### src/rtl/kbd_pkg.sv
// ---------------------------------------------------------------------------
// kbd_pkg
// Shared definitions for the keyboard event stage:
//   - kbd_state_e : scan-code prefix parser states
//   - SC_*        : prefix bytes and the controller response bytes that are
//                   never treated as key codes
//   - kbd_evt_t   : decoded event word {ext, brk, code} as queued in the FIFO
//   - BLANK_SEG   : active-low pattern with every segment off
// ---------------------------------------------------------------------------
package kbd_pkg;

    typedef enum logic [1:0] {
        IDLE = 2'd0,
        E0   = 2'd1,
        F0   = 2'd2,
        E0F0 = 2'd3
    } kbd_state_e;

    localparam logic [7:0] SC_EXT = 8'hE0;   // extended-key prefix
    localparam logic [7:0] SC_BRK = 8'hF0;   // break (release) prefix

    // Keyboard responses that share the byte stream with scan codes.
    localparam logic [7:0] SC_ACK  = 8'hFA;  // command acknowledge
    localparam logic [7:0] SC_BAT  = 8'hAA;  // self-test passed
    localparam logic [7:0] SC_ERR0 = 8'h00;  // key detection error / overrun
    localparam logic [7:0] SC_ERR1 = 8'hFF;  // key detection error / overrun

    localparam int EVT_W = 10;

    typedef struct packed {
        logic       ext;
        logic       brk;
        logic [7:0] code;
    } kbd_evt_t;

    localparam logic [7:0] BLANK_SEG = 8'hFF;

    // True for bytes that are swallowed when no prefix is pending.
    function automatic logic is_dropped(input logic [7:0] b);
        return (b == SC_ACK) || (b == SC_BAT) || (b == SC_ERR0) || (b == SC_ERR1);
    endfunction

endpackage

### src/rtl/kbd_event_tracker_if.sv
// ---------------------------------------------------------------------------
// kbd_event_tracker_if
// Byte-in / event-out bundle of the keyboard event stage.
//   byte_valid, byte_data : one-cycle strobe and scan-code byte from the
//                           PS/2 receiver
//   evt_valid, evt_data   : FIFO head, first-word fall-through
//   evt_ready             : consumer accepts the head when evt_valid
// Modports:
//   slave  : the tracker (consumes bytes, produces events)
//   master : the surrounding logic (produces bytes, consumes events)
// ---------------------------------------------------------------------------
interface kbd_event_tracker_if;
    import kbd_pkg::*;

    logic             byte_valid;
    logic [7:0]       byte_data;
    logic             evt_valid;
    logic             evt_ready;
    logic [EVT_W-1:0] evt_data;

    modport slave (
        input  byte_valid,
        input  byte_data,
        input  evt_ready,
        output evt_valid,
        output evt_data
    );

    modport master (
        output byte_valid,
        output byte_data,
        output evt_ready,
        input  evt_valid,
        input  evt_data
    );

endinterface

### src/rtl/hex7seg.sv
// ---------------------------------------------------------------------------
// hex7seg
// Hex nibble to active-low seven-segment pattern, segment order
// {dp, g, f, e, d, c, b, a}; the decimal point is always off.
//   nibble : value to show (0..F)
//   seg    : active-low segment drive
// ---------------------------------------------------------------------------
module hex7seg (
    input  logic [3:0] nibble,
    output logic [7:0] seg
);

    // NOTE: a combinational block must assign its outputs on every path
    // (here the default arm) or synthesis infers a latch.
    always_comb begin
        case (nibble)
            4'h0:    seg = 8'hC0;
            4'h1:    seg = 8'hF9;
            4'h2:    seg = 8'hA4;
            4'h3:    seg = 8'hB0;
            4'h4:    seg = 8'h99;
            4'h5:    seg = 8'h92;
            4'h6:    seg = 8'h82;
            4'h7:    seg = 8'hF8;
            4'h8:    seg = 8'h80;
            4'h9:    seg = 8'h90;
            4'hA:    seg = 8'h88;
            4'hB:    seg = 8'h83;
            4'hC:    seg = 8'hC6;
            4'hD:    seg = 8'hA1;
            4'hE:    seg = 8'h86;
            default: seg = 8'h8E;
        endcase
    end

endmodule

### src/rtl/kbd_evt_fifo.sv
// ---------------------------------------------------------------------------
// kbd_evt_fifo
// Synchronous first-word fall-through FIFO for decoded key events.
// A push while full is accepted only if a pop happens in the same cycle;
// otherwise it is dropped and reported on 'drop' for that cycle.
//   clk, rst  : clock, asynchronous active-low reset
//   push      : push_data is to be queued this cycle
//   push_data : event word
//   pop       : consumer takes the head (ignored while empty)
//   head      : current head entry (meaningful when not_empty)
//   not_empty : at least one entry queued
//   drop      : the push of this cycle was lost because the FIFO was full
// ---------------------------------------------------------------------------
module kbd_evt_fifo #(
    parameter int DEPTH = 8,   // power of 2, >= 2
    parameter int WIDTH = 10
) (
    input  logic             clk,
    input  logic             rst,
    input  logic             push,
    input  logic [WIDTH-1:0] push_data,
    input  logic             pop,
    output logic [WIDTH-1:0] head,
    output logic             not_empty,
    output logic             drop
);

    localparam int AW = $clog2(DEPTH);

    logic [WIDTH-1:0] mem [DEPTH];
    logic [AW-1:0]    wr_ptr;
    logic [AW-1:0]    rd_ptr;
    logic [AW:0]      level;
    logic             full;
    logic             do_pop;
    logic             do_push;

    assign full      = (level == (AW+1)'(DEPTH));
    assign not_empty = (level != '0);
    assign do_pop    = pop && not_empty;
    // A pop in the same cycle frees the slot the push needs.
    assign do_push   = push && (!full || do_pop);
    assign drop      = push && full && !do_pop;
    assign head      = mem[rd_ptr];

    // NOTE: registered state is written with non-blocking assignments so
    // every flop samples the pre-edge values regardless of statement order.
    always_ff @(posedge clk or negedge rst) begin
        if (!rst) begin
            wr_ptr <= '0;
            rd_ptr <= '0;
            level  <= '0;
        end else begin
            if (do_push) wr_ptr <= wr_ptr + 1'b1;
            if (do_pop)  rd_ptr <= rd_ptr + 1'b1;
            case ({do_push, do_pop})
                2'b10:   level <= level + 1'b1;
                2'b01:   level <= level - 1'b1;
                default: level <= level;
            endcase
        end
    end

    // NOTE: storage is not reset; the pointers and level define which
    // entries are live, so clearing the array would only cost reset fan-out.
    always_ff @(posedge clk) begin
        if (do_push) mem[wr_ptr] <= push_data;
    end

endmodule

### src/rtl/kbd_event_tracker.sv
// ---------------------------------------------------------------------------
// kbd_event_tracker
// Keyboard event stage between the PS/2 byte receiver and the display bank.
// Parses make / break (F0) / extended (E0) scan-code sequences, keeps a small
// table of held keys to suppress typematic repeats, counts distinct presses
// and queues decoded events for a downstream consumer.
//   clk, rst     : clock, asynchronous active-low reset
//   bus          : byte input and event output handshake (slave modport)
//   evt_overflow : sticky, an event was dropped because the FIFO was full
//   key_code     : code of the last accepted make
//   key_ext      : extended flag of the last accepted make
//   is_press     : at least one key held in the table
//   press_count  : number of distinct presses, wraps
//   key_seg      : {hi, lo} active-low digits of key_code, blank when idle
//   count_seg    : active-low digits of press_count, MS digit in MSBs
// ---------------------------------------------------------------------------
module kbd_event_tracker
    import kbd_pkg::*;
#(
    parameter int HELD_DEPTH = 4,   // 1..8 simultaneously held keys
    parameter int FIFO_DEPTH = 8,   // power of 2, >= 2
    parameter int CNT_W      = 8    // multiple of 4
) (
    input  logic                 clk,
    input  logic                 rst,
    kbd_event_tracker_if.slave   bus,
    output logic                 evt_overflow,
    output logic [7:0]           key_code,
    output logic                 key_ext,
    output logic                 is_press,
    output logic [CNT_W-1:0]     press_count,
    output logic [15:0]          key_seg,
    output logic [2*CNT_W-1:0]   count_seg
);

    localparam int DIGITS = CNT_W / 4;

    // -----------------------------------------------------------------------
    // Prefix parser
    // -----------------------------------------------------------------------
    kbd_state_e state;
    kbd_state_e state_nxt;
    logic       gen_make;
    logic       gen_brk;
    logic       gen_ext;

    always_comb begin
        state_nxt = state;
        gen_make  = 1'b0;
        gen_brk   = 1'b0;
        gen_ext   = 1'b0;
        if (bus.byte_valid) begin
            case (state)
                IDLE: begin
                    if (bus.byte_data == SC_EXT)
                        state_nxt = E0;
                    else if (bus.byte_data == SC_BRK)
                        state_nxt = F0;
                    else if (!is_dropped(bus.byte_data))
                        gen_make = 1'b1;
                end
                E0: begin
                    if (bus.byte_data == SC_BRK) begin
                        state_nxt = E0F0;
                    end else if (bus.byte_data == SC_EXT) begin
                        state_nxt = E0;
                    end else begin
                        gen_make  = 1'b1;
                        gen_ext   = 1'b1;
                        state_nxt = IDLE;
                    end
                end
                F0: begin
                    gen_brk   = 1'b1;
                    state_nxt = IDLE;
                end
                E0F0: begin
                    gen_brk   = 1'b1;
                    gen_ext   = 1'b1;
                    state_nxt = IDLE;
                end
                default: state_nxt = IDLE;
            endcase
        end
    end

    // -----------------------------------------------------------------------
    // Held-key table
    // -----------------------------------------------------------------------
    logic [HELD_DEPTH-1:0] slot_valid;
    logic [8:0]            slot_key [HELD_DEPTH];
    logic [8:0]            cur_key;
    logic [HELD_DEPTH-1:0] slot_hit;
    logic [HELD_DEPTH-1:0] free_onehot;
    logic                  hit;
    logic                  new_press;

    assign cur_key = {gen_ext, bus.byte_data};

    always_comb begin
        for (int i = 0; i < HELD_DEPTH; i++)
            slot_hit[i] = slot_valid[i] && (slot_key[i] == cur_key);
    end

    assign hit = |slot_hit;
    // Lowest clear bit of slot_valid as a one-hot; zero when the table is full.
    assign free_onehot = ~slot_valid & (slot_valid + 1'b1);
    // A make of a key already held is a typematic repeat and is ignored.
    assign new_press = gen_make && !hit;

    // -----------------------------------------------------------------------
    // Event FIFO
    // -----------------------------------------------------------------------
    kbd_evt_t push_evt;
    logic     fifo_push;
    logic     fifo_drop;
    logic     fifo_not_empty;

    always_comb begin
        push_evt.ext  = gen_ext;
        push_evt.brk  = gen_brk;
        push_evt.code = bus.byte_data;
    end

    assign fifo_push = new_press || gen_brk;

    kbd_evt_fifo #(
        .DEPTH (FIFO_DEPTH),
        .WIDTH (EVT_W)
    ) u_fifo (
        .clk       (clk),
        .rst       (rst),
        .push      (fifo_push),
        .push_data (push_evt),
        .pop       (bus.evt_ready),
        .head      (bus.evt_data),
        .not_empty (fifo_not_empty),
        .drop      (fifo_drop)
    );

    assign bus.evt_valid = fifo_not_empty;

    // -----------------------------------------------------------------------
    // State registers
    // -----------------------------------------------------------------------
    always_ff @(posedge clk or negedge rst) begin
        if (!rst) begin
            state        <= IDLE;
            slot_valid   <= '0;
            press_count  <= '0;
            key_code     <= '0;
            key_ext      <= 1'b0;
            evt_overflow <= 1'b0;
        end else begin
            state <= state_nxt;
            if (new_press) begin
                press_count <= press_count + 1'b1;
                key_code    <= bus.byte_data;
                key_ext     <= gen_ext;
            end
            if (fifo_drop) evt_overflow <= 1'b1;
            for (int i = 0; i < HELD_DEPTH; i++) begin
                if (new_press && free_onehot[i])
                    slot_valid[i] <= 1'b1;
                else if (gen_brk && slot_hit[i])
                    slot_valid[i] <= 1'b0;
            end
        end
    end

    // Key storage qualified by slot_valid, so it needs no reset.
    always_ff @(posedge clk) begin
        for (int i = 0; i < HELD_DEPTH; i++) begin
            if (new_press && free_onehot[i]) slot_key[i] <= cur_key;
        end
    end

    // -----------------------------------------------------------------------
    // Displays
    // -----------------------------------------------------------------------
    logic [7:0] key_hi_seg;
    logic [7:0] key_lo_seg;

    assign is_press = |slot_valid;

    hex7seg u_key_hi (.nibble(key_code[7:4]), .seg(key_hi_seg));
    hex7seg u_key_lo (.nibble(key_code[3:0]), .seg(key_lo_seg));

    // Blank after decoding so key_code itself survives the release.
    assign key_seg = is_press ? {key_hi_seg, key_lo_seg} : {BLANK_SEG, BLANK_SEG};

    for (genvar d = 0; d < DIGITS; d++) begin : g_cnt_digit
        hex7seg u_digit (
            .nibble (press_count[4*d +: 4]),
            .seg    (count_seg[8*d +: 8])
        );
    end

endmodule

### src/flat_wrapper.sv
// flat-port wrapper written by rule: the top's interface ports become plain ports
module kbd_event_tracker_flat import kbd_pkg::*;
#(
    parameter int HELD_DEPTH = 4,                                   
    parameter int FIFO_DEPTH = 8,                      
    parameter int CNT_W      = 8                    
)
  (clk, rst, evt_overflow, key_code, key_ext, is_press, press_count, key_seg, count_seg, bus_byte_valid, bus_byte_data, bus_evt_ready, bus_evt_valid, bus_evt_data);
  kbd_event_tracker_if bus_i ();
  input  logic clk;
  input  logic rst;
  output logic evt_overflow;
  output logic [7:0] key_code;
  output logic key_ext;
  output logic is_press;
  output logic [CNT_W-1:0] press_count;
  output logic [15:0] key_seg;
  output logic [2*CNT_W-1:0] count_seg;
  input wire logic [$bits(bus_i.byte_valid)-1:0] bus_byte_valid;
  input wire logic [$bits(bus_i.byte_data)-1:0] bus_byte_data;
  input wire logic [$bits(bus_i.evt_ready)-1:0] bus_evt_ready;
  output wire logic [$bits(bus_i.evt_valid)-1:0] bus_evt_valid;
  output wire logic [$bits(bus_i.evt_data)-1:0] bus_evt_data;
  assign bus_i.byte_valid = bus_byte_valid;
  assign bus_i.byte_data = bus_byte_data;
  assign bus_i.evt_ready = bus_evt_ready;
  assign bus_evt_valid = bus_i.evt_valid;
  assign bus_evt_data = bus_i.evt_data;
  kbd_event_tracker #(.HELD_DEPTH(HELD_DEPTH), .FIFO_DEPTH(FIFO_DEPTH), .CNT_W(CNT_W)) u_core (.clk(clk), .rst(rst), .bus(bus_i), .evt_overflow(evt_overflow), .key_code(key_code), .key_ext(key_ext), .is_press(is_press), .press_count(press_count), .key_seg(key_seg), .count_seg(count_seg));
endmodule
### config.mk
export PLATFORM = sky130hd
export DESIGN_NAME = kbd_event_tracker_flat
export DESIGN_NICKNAME = d
export VERILOG_FILES = /design/src/rtl/kbd_pkg.sv /design/src/rtl/kbd_event_tracker_if.sv /design/src/rtl/hex7seg.sv /design/src/rtl/kbd_evt_fifo.sv /design/src/rtl/kbd_event_tracker.sv /design/src/flat_wrapper.sv
export SDC_FILE = /design/constraint.sdc
export NUM_CORES = 1
export LEC_CHECK = 0
export CORE_UTILIZATION = 50
export DETAILED_ROUTE_END_ITERATION = 8
export PLACE_DENSITY = 0.82
export SLEW_MARGIN = 25
export SYNTH_ARGS = -nofsm -noshare
export SYNTH_HDL_FRONTEND = slang
export SYNTH_HIERARCHICAL = 1
export SYNTH_SLANG_ARGS = --single-unit
### constraint.sdc
create_clock -name clk -period 5.5 [get_ports clk]
set_input_delay 1.1 -clock clk [delete_from_list [all_inputs] [get_ports clk]]
set_output_delay 1.1 -clock clk [all_outputs]
set_load 0.02 [all_outputs]
; ---- After elaboration in Yosys (flattened, before gate mapping)
; Memories as Yosys holds them, arrays and structs flattened.
; Cells that the tools add are included.
; W data, S select, Z words.
[totals]
reg_bits = 34
ram_bits = 116
rom_bits = 448
inputBits = 12
word_cells = 127
n_memories = 6
[memory_table]
columns = name, depth, width, rd, rd_clocked_by_memory_dff, wr, line_no
row1 = (name not given), 16, 7, 1, 0, 0, hex7seg.sv:16  ; case (nibble)
row2 = (name not given), 16, 7, 1, 0, 0, hex7seg.sv:16
row3 = (name not given), 16, 7, 1, 0, 0, hex7seg.sv:16
row4 = (name not given), 16, 7, 1, 0, 0, hex7seg.sv:16
row5 = u_core.u_fifo.mem, 8, 10, 1, 0, 1, kbd_evt_fifo.sv:30  ; logic [WIDTH-1:0] mem [DEPTH];
row6 = u_core.slot_key, 4, 9, 4, 0, 1, kbd_event_tracker.sv:91  ; logic [8:0] slot_key [HELD_DEPTH];
[classes]
add_sub_neg = 6
n_eq_ne = 16
muxes = 45
bitwise = 2
n_reduce_logical = 40
[ops]
columns = op, n
row1 = $eq A8 B8 Y1 const B, 5
row2 = $eq A9 B9 Y1, 4
row3 = $mux W1, 31
row4 = $mux W9, 3
row5 = $reduce_or A9 Y1, 3
row6 = $logic_and A1 B1 Y1, 17
row7 = $mux W16, 1
row8 = $mux W2, 6
row9 = $reduce_bool A2 Y1, 5
row10 = $add A4 B1 Y4 const B, 2
row11 = $add A8 B1 Y8 const B, 1
row12 = $logic_not A8 Y1, 1
row13 = $pmux W4 S2, 1
row14 = $reduce_or A4 Y1, 2
row15 = $add A3 B1 Y3 const B, 2
row16 = $eq A2 B2 Y1 const B, 3
row17 = $pmux W2 S3, 1
row18 = $logic_or A1 B1 Y1, 5
row19 = $and A4 B4 Y4, 1
row20 = $eq A2 B1 Y1 const B, 2
row21 = $eq A4 B4 Y1 const B, 1
row22 = $not A4 Y4, 1
row23 = $pmux W1 S2, 2
row24 = $reduce_bool A4 Y1, 1
row25 = 6 further kinds, 8

; ---- Depth between registers and ports, before layout
[depth]
word_depth = 17
ltp_mapped = 19
depth_no_buf = 14

; ---- By module
; Netlist, hierarchy kept.
[by_module_without_submodules]
columns = mod, instances, cells_per_inst, area_each_um2, seq_area_each_um2
row1 = kbd_evt_fifo, 1, 187, 3663.5, 2652.5
row2 = kbd_event_tracker, 1, 214, 2755.1, 1681.6
row3 = hex7seg, 4, 34, 286.5, 0.0

; ---- Least setup slack after synthesis
; Ideal clock, no wire load.
[synth_timing]
path_type = input -> register
start = input port bus_byte_data[3]
end = memory u_core.u_fifo.mem[0][0] (enable)
setup_time_ns = 0.390
arrival_ns = 4.219
required_ns = 5.110
path_slack_ns = 0.891
cell_stages = 14
path_buffers = 4
path_cell_list = buf_2 -> or4_4 -> o311a_1 -> buf_6 -> xnor2_1 -> nand4_1 -> nand3_2 -> or2_1 -> buf_6 -> buf_6 -> nand2_1 -> o21a_4 -> nand2b_1 -> nor3_1
[synth_between]
elab_chain_len = 14
word_cells_on_any_way = 33
cone_classes = 9 x eq/ne / 11 x mux / 13 x reduce/logical
[synth_rtl]
columns = element, line_no
row1 = from (decl), flat_wrapper.sv:20  ; input wire logic [$bits(bus_i.byte_data)-1:0] bus_byte_data;
row2 = $eq A8 B8 Y1, kbd_event_tracker.sv:65  ; end else if (bus.byte_data == SC_EXT) begin
row3 = $mux W1, kbd_event_tracker.sv:65
row4 = $mux W1 *, kbd_event_tracker.sv:63  ; if (bus.byte_data == SC_BRK) begin
row5 = $pmux W1 S2 *, kbd_event_tracker.sv:53  ; case (state)
row6 = $mux W1 *, kbd_event_tracker.sv:52  ; if (bus.byte_valid) begin
row7 = named net u_core.gen_ext, kbd_event_tracker.sv:45  ; logic gen_ext;
row8 = $eq A9 B9 Y1, kbd_event_tracker.sv:102  ; slot_hit[i] = slot_valid[i] && (slot_key[i] == cur_key);
row9 = $logic_and A1 B1 Y1, kbd_event_tracker.sv:102
row10 = $reduce_or A4 Y1 *, kbd_event_tracker.sv:105  ; assign hit = |slot_hit;
row11 = $logic_not A1 Y1 *, kbd_event_tracker.sv:109  ; assign new_press = gen_make && !hit;
row12 = $logic_and A1 B1 Y1 *, kbd_event_tracker.sv:109
row13 = $logic_or A1 B1 Y1 *, kbd_event_tracker.sv:125  ; assign fifo_push = new_press || gen_brk;
row14 = named net u_core.fifo_push, kbd_event_tracker.sv:115  ; logic fifo_push;
row15 = $logic_and A1 B1 Y1 *, kbd_evt_fifo.sv:42  ; assign do_push = push && (!full || do_pop);
row16 = $mux W1 *, kbd_evt_fifo.sv:67  ; if (do_push) mem[wr_ptr] <= push_data;
row17 = $mux W1 (implied by the code) *, kbd_evt_fifo.sv:67
row18 = to (decl), kbd_evt_fifo.sv:30
; The timed path passes the listed nets; every way through them passes the cells marked *.

; ---- Final worst setup path
[layout_timing]
start = input port bus_byte_data[2]
end = memory u_core.u_fifo.mem[5][2] (enable)
[layout_between]
elab_chain_len = 14
word_cells_on_any_way = 33
cone_classes = 9 x eq/ne / 11 x mux / 13 x reduce/logical
[layout_rtl]
columns = element, line_no
row1 = $eq A8 B8 Y1 (on tied branches), "kbd_event_tracker.sv:55, kbd_event_tracker.sv:65, kbd_pkg.sv:40"
row2 = $mux W1 / $logic_or A1 B1 Y1 (equally long branches), "kbd_event_tracker.sv:65, kbd_pkg.sv:40"
row3 = $mux W1 / $logic_or A1 B1 Y1 (equally long branches), "kbd_event_tracker.sv:63, kbd_pkg.sv:40"
row4 = $pmux W1 S2 / $logic_or A1 B1 Y1 (equally long branches), "kbd_event_tracker.sv:53, kbd_pkg.sv:40"
row5 = $mux W1 (on tied branches), "kbd_event_tracker.sv:52, kbd_event_tracker.sv:59"
row6 = $eq A9 B9 Y1 / $mux W1 (equally long branches), "kbd_event_tracker.sv:102, kbd_event_tracker.sv:57"
row7 = $logic_and A1 B1 Y1 / $mux W1 (equally long branches), "kbd_event_tracker.sv:102, kbd_event_tracker.sv:55"
row8 = $reduce_or A4 Y1 / $pmux W1 S2 (equally long branches), "kbd_event_tracker.sv:105, kbd_event_tracker.sv:53"
row9 = $logic_not A1 Y1 / $mux W1 (equally long branches), "kbd_event_tracker.sv:109, kbd_event_tracker.sv:52"
row10 = $logic_and A1 B1 Y1 *, kbd_event_tracker.sv:109
row11 = $logic_or A1 B1 Y1 *, kbd_event_tracker.sv:125
row12 = named net u_core.fifo_push, kbd_event_tracker.sv:115
row13 = $logic_and A1 B1 Y1 *, kbd_evt_fifo.sv:42
row14 = $mux W1 *, kbd_evt_fifo.sv:67
row15 = $mux W1 (implied by the code) *, kbd_evt_fifo.sv:67
; Marked as above.

==> run summary <==
CTS H-tree depth: 4
Largest net degree at the start of global routing: 35
Vias per cell: 5.70
Leakage: 3.40 nW
Hold Vio Cnt, Final: 0
Post-CTS setup buffers: 0
Failing checks: DRC
Hold WS: 0.496 ns
Nets: 654
Crit path max-delay family: simple AND/OR/NAND/NOR gates
CTS tree: done
Vias in the first global route: 4615
Hold Buf Count CTS: 0
Vias: 4598
EDFF count, synth: 116
Clock tree buffer depth: 2
Clk pin slew, worst setup/hold paths: 0.06 ns
Syn nets: 581
Min-delay worst type: reg -> reg
Remaining DRCs: 20
Ant. Diodes: 0
Cells along the critical path: clkdlybuf4s50_1 -> or4_4 -> o311a_1 -> xnor2_1 -> nand4_1 -> nand3_2 -> or2_1 -> nand2_1 -> o21a_4 -> nand2_1 -> nor2_1
WL final: 15300 um
Avg Inst Size Synth: 14.1 um^2
Slew Viols, Final: 0
PostCTS Resize Cnt: 0
Status: complete, but fails checks
Main synth FF type: edfxtp_1
Total power draw: 4.44 mW
Top post-synthesis cells by area: edfxtp_1 (46%), dfrtp_1 (11%), mux4_2 (6.0%)
TNS Setup: 0 ns
RSZ-0062 raised after global routing: false
Area of the multi-input gates: 0.00295 mm^2
Critical path data required time: 5.53 ns
Sink Count: 150
Slew margin rel.: 33.4%
DIE AREA: 0.0156 mm^2
Worst-Margin Slew: 0.998 ns
Core ar.: 0.0146 mm^2
Post-route ant nets: 0
Yosys top cell area share: 46.0%
Final Skew: 0.0105 ns
Max Freq: 0.202 GHz
Warnings, synthesis: 6
Cell area after placement: 0.00841 mm^2
Yosys cell types: 51
Area leader, netlist: edfxtp_1
Most frequent cells in the layout: edfxtp_1 (116), clkdlybuf4s50_1 (69), nor2_1 (37), dfrtp_1 (34), ha_1 (32)
Worst path max stage delay: 0.75 ns
FF+latch area: 0.00433 mm^2
Wire per inst: 18.9 um
WS Path Type: in -> reg
Cells after synthesis: 537
Design area: 0.00900 mm^2
MaxCap Viol Count: 0
CP startpoint kind: primary input
Drt initial violations: 377
Mapped Area: 0.00756 mm^2
Overflow after GRT: 0
Util after Layout: 61.5%
VDD IR max: 0.000334 V
First-pass GRT wire length: 24200 um
Commonest non-fill, non-tap cell in the layout: edfxtp_1
IO Count: 74
Post-DP HPWL: 9850 um
Critical path fanouts, max: 17
Arr. time, crit path: 4.99 ns
Cts bufs inserted: 17
Placer congestion estimate: 0.823
PwrDens: 493 mW/mm^2
# setup viols final: 0
CTS root buf: clkbuf_16
Worst skew pair latency: 0.41 ns
Asr flop ratio synth: 22.7%
Chip Width: 125 um
Starting Density: 51.7%
Total GRT Usage: 20.4%
Pre-Repair DR Iteration Count: 7
Final min period: 4.96 ns
Die Y: 125 um
Worst setup EP type: flop
Post-synthesis sequential area ratio: 57.3%
Tcrit/Tclk final: 90.1%
Synth Register Bits: 150
Critical path's slowest cell: nor2_1
Area Growth Syn to Fin: 19.0%
Crit path top cell by count: nand2_1
Filler instances: 1048
Initial antenna violation count: 0
Fraction of layout instances using a drive strength above 1: 18.5%
Worst Path Buf+Inv: 1
PortBufs: 69
Cell Rows: 44
-- cell families after synthesis --
family | synth area share [%]
flip-flops | 57.3
AND/OR/NAND/NOR | 9.26
multiplexers | 13.5
buffers and inverters | 3.89
XOR/XNOR | 6.02
AO/OA/AOI/OAI | 4.53
adder cells (fa/ha/maj) | 5.29
other | 0.198
-- worst paths after layout --
path | depth (start not counted) | from | to | slack, ns
setup / recovery | 11 | bus_byte_data[2] | u_core/u_fifo/mem[5][2] | 0.54
hold / removal | 1 | u_core/evt_overflow | u_core/evt_overflow | 0.50
setup reg to reg | 9 | u_core/state[1] | u_core/u_fifo/mem[5][2] | 1.78
hold reg to reg | 1 | u_core/evt_overflow | u_core/evt_overflow | 0.50
max in group asynchronous | 2 | rst | u_core/key_ext | 4.07
min in group asynchronous | 2 | rst | u_core/key_code[1] | 1.12
-- cell type report --
type,instances,share of cell area (%)
multi-input combinational,334,32.8
clock buffer,23,5.31
tap,184,2.56
inverter,19,0.792
clock inverter,9,1.14
sequential,150,48.2
timing repair buffer,88,9.26
-- cells in the mapped netlist (2+ instances only) --
library cell,number
nor3_1,13
ha_1,32
nor2_1,37
or3_1,2
xor2_1,22
a21oi_1,10
inv_1,19
dfrtp_1,34
nand2b_1,5
or3b_1,4
or2_2,17
clkbuf_1,11
buf_4,4
and2b_2,5
nor4_1,7
nand4_1,9
a32o_1,4
nand2_1,16
and3_1,2
a22o_1,8
buf_2,10
conb_1,4
mux2_2,18
mux4_2,20
buf_6,9
nand3_1,9
o22ai_1,2
o21ai_0,12
xnor2_1,30
mux2i_1,17
mux2_1,7
edfxtp_1,116
mux4_1,4
-- power by group --
group	internal [mW]	switching [mW]
Sequential	1.40	0.244
Combinational	0.864	0.810
Clock	0.700	0.418
-- routing by layer --
layer | part of all wire (%) | up-vias | track usage, % | routed length, um
li1 | - | 2114 | - | -
met1 | 40 | 2253 | 24.7 | 6180
met2 | 51 | 203 | 35.4 | 7820
met3 | 6.3 | 28 | 4.71 | 961
met4 | 1.9 | 0 | 8.39 | 297
met5 | 0 | - | 0 | 0
-- worst reg2reg max path: stages, from the launching register on --
cell and delay [ns]:
dfrtp_1 0.43, o311a_1 0.63, xnor2_1 0.23, nand4_1 0.17
nand3_2 0.19, or2_1 0.29, nand2_1 0.29, o21a_4 0.23
nand2_1 0.11, nor2_1 0.75
-- per-stage QoR --
stage / setup slack [ns] / std cells
4_1_cts: 0.570 / 807
5_1_grt: 0.384 / 807
2_1_floorplan: 0.891 / 537
6_report: 0.545 / 807
3_3_place_gp: 0.327 / 775
3_5_place_dp: 0.101 / 775
-- state kept, by name, summed over array words and instances, names as in the netlist --
register and count:
u_core/key_ext 1, u_core/u_fifo/rd_ptr 3, u_core/slot_key 36, u_core/key_code 8
u_core/state 2, u_core/u_fifo/level 4, u_core/u_fifo/wr_ptr 3, u_core/evt_overflow 1
u_core/u_fifo/mem 80, u_core/slot_valid 4, u_core/press_count 8
Note: power is estimated with default switching activity, not from simulation.
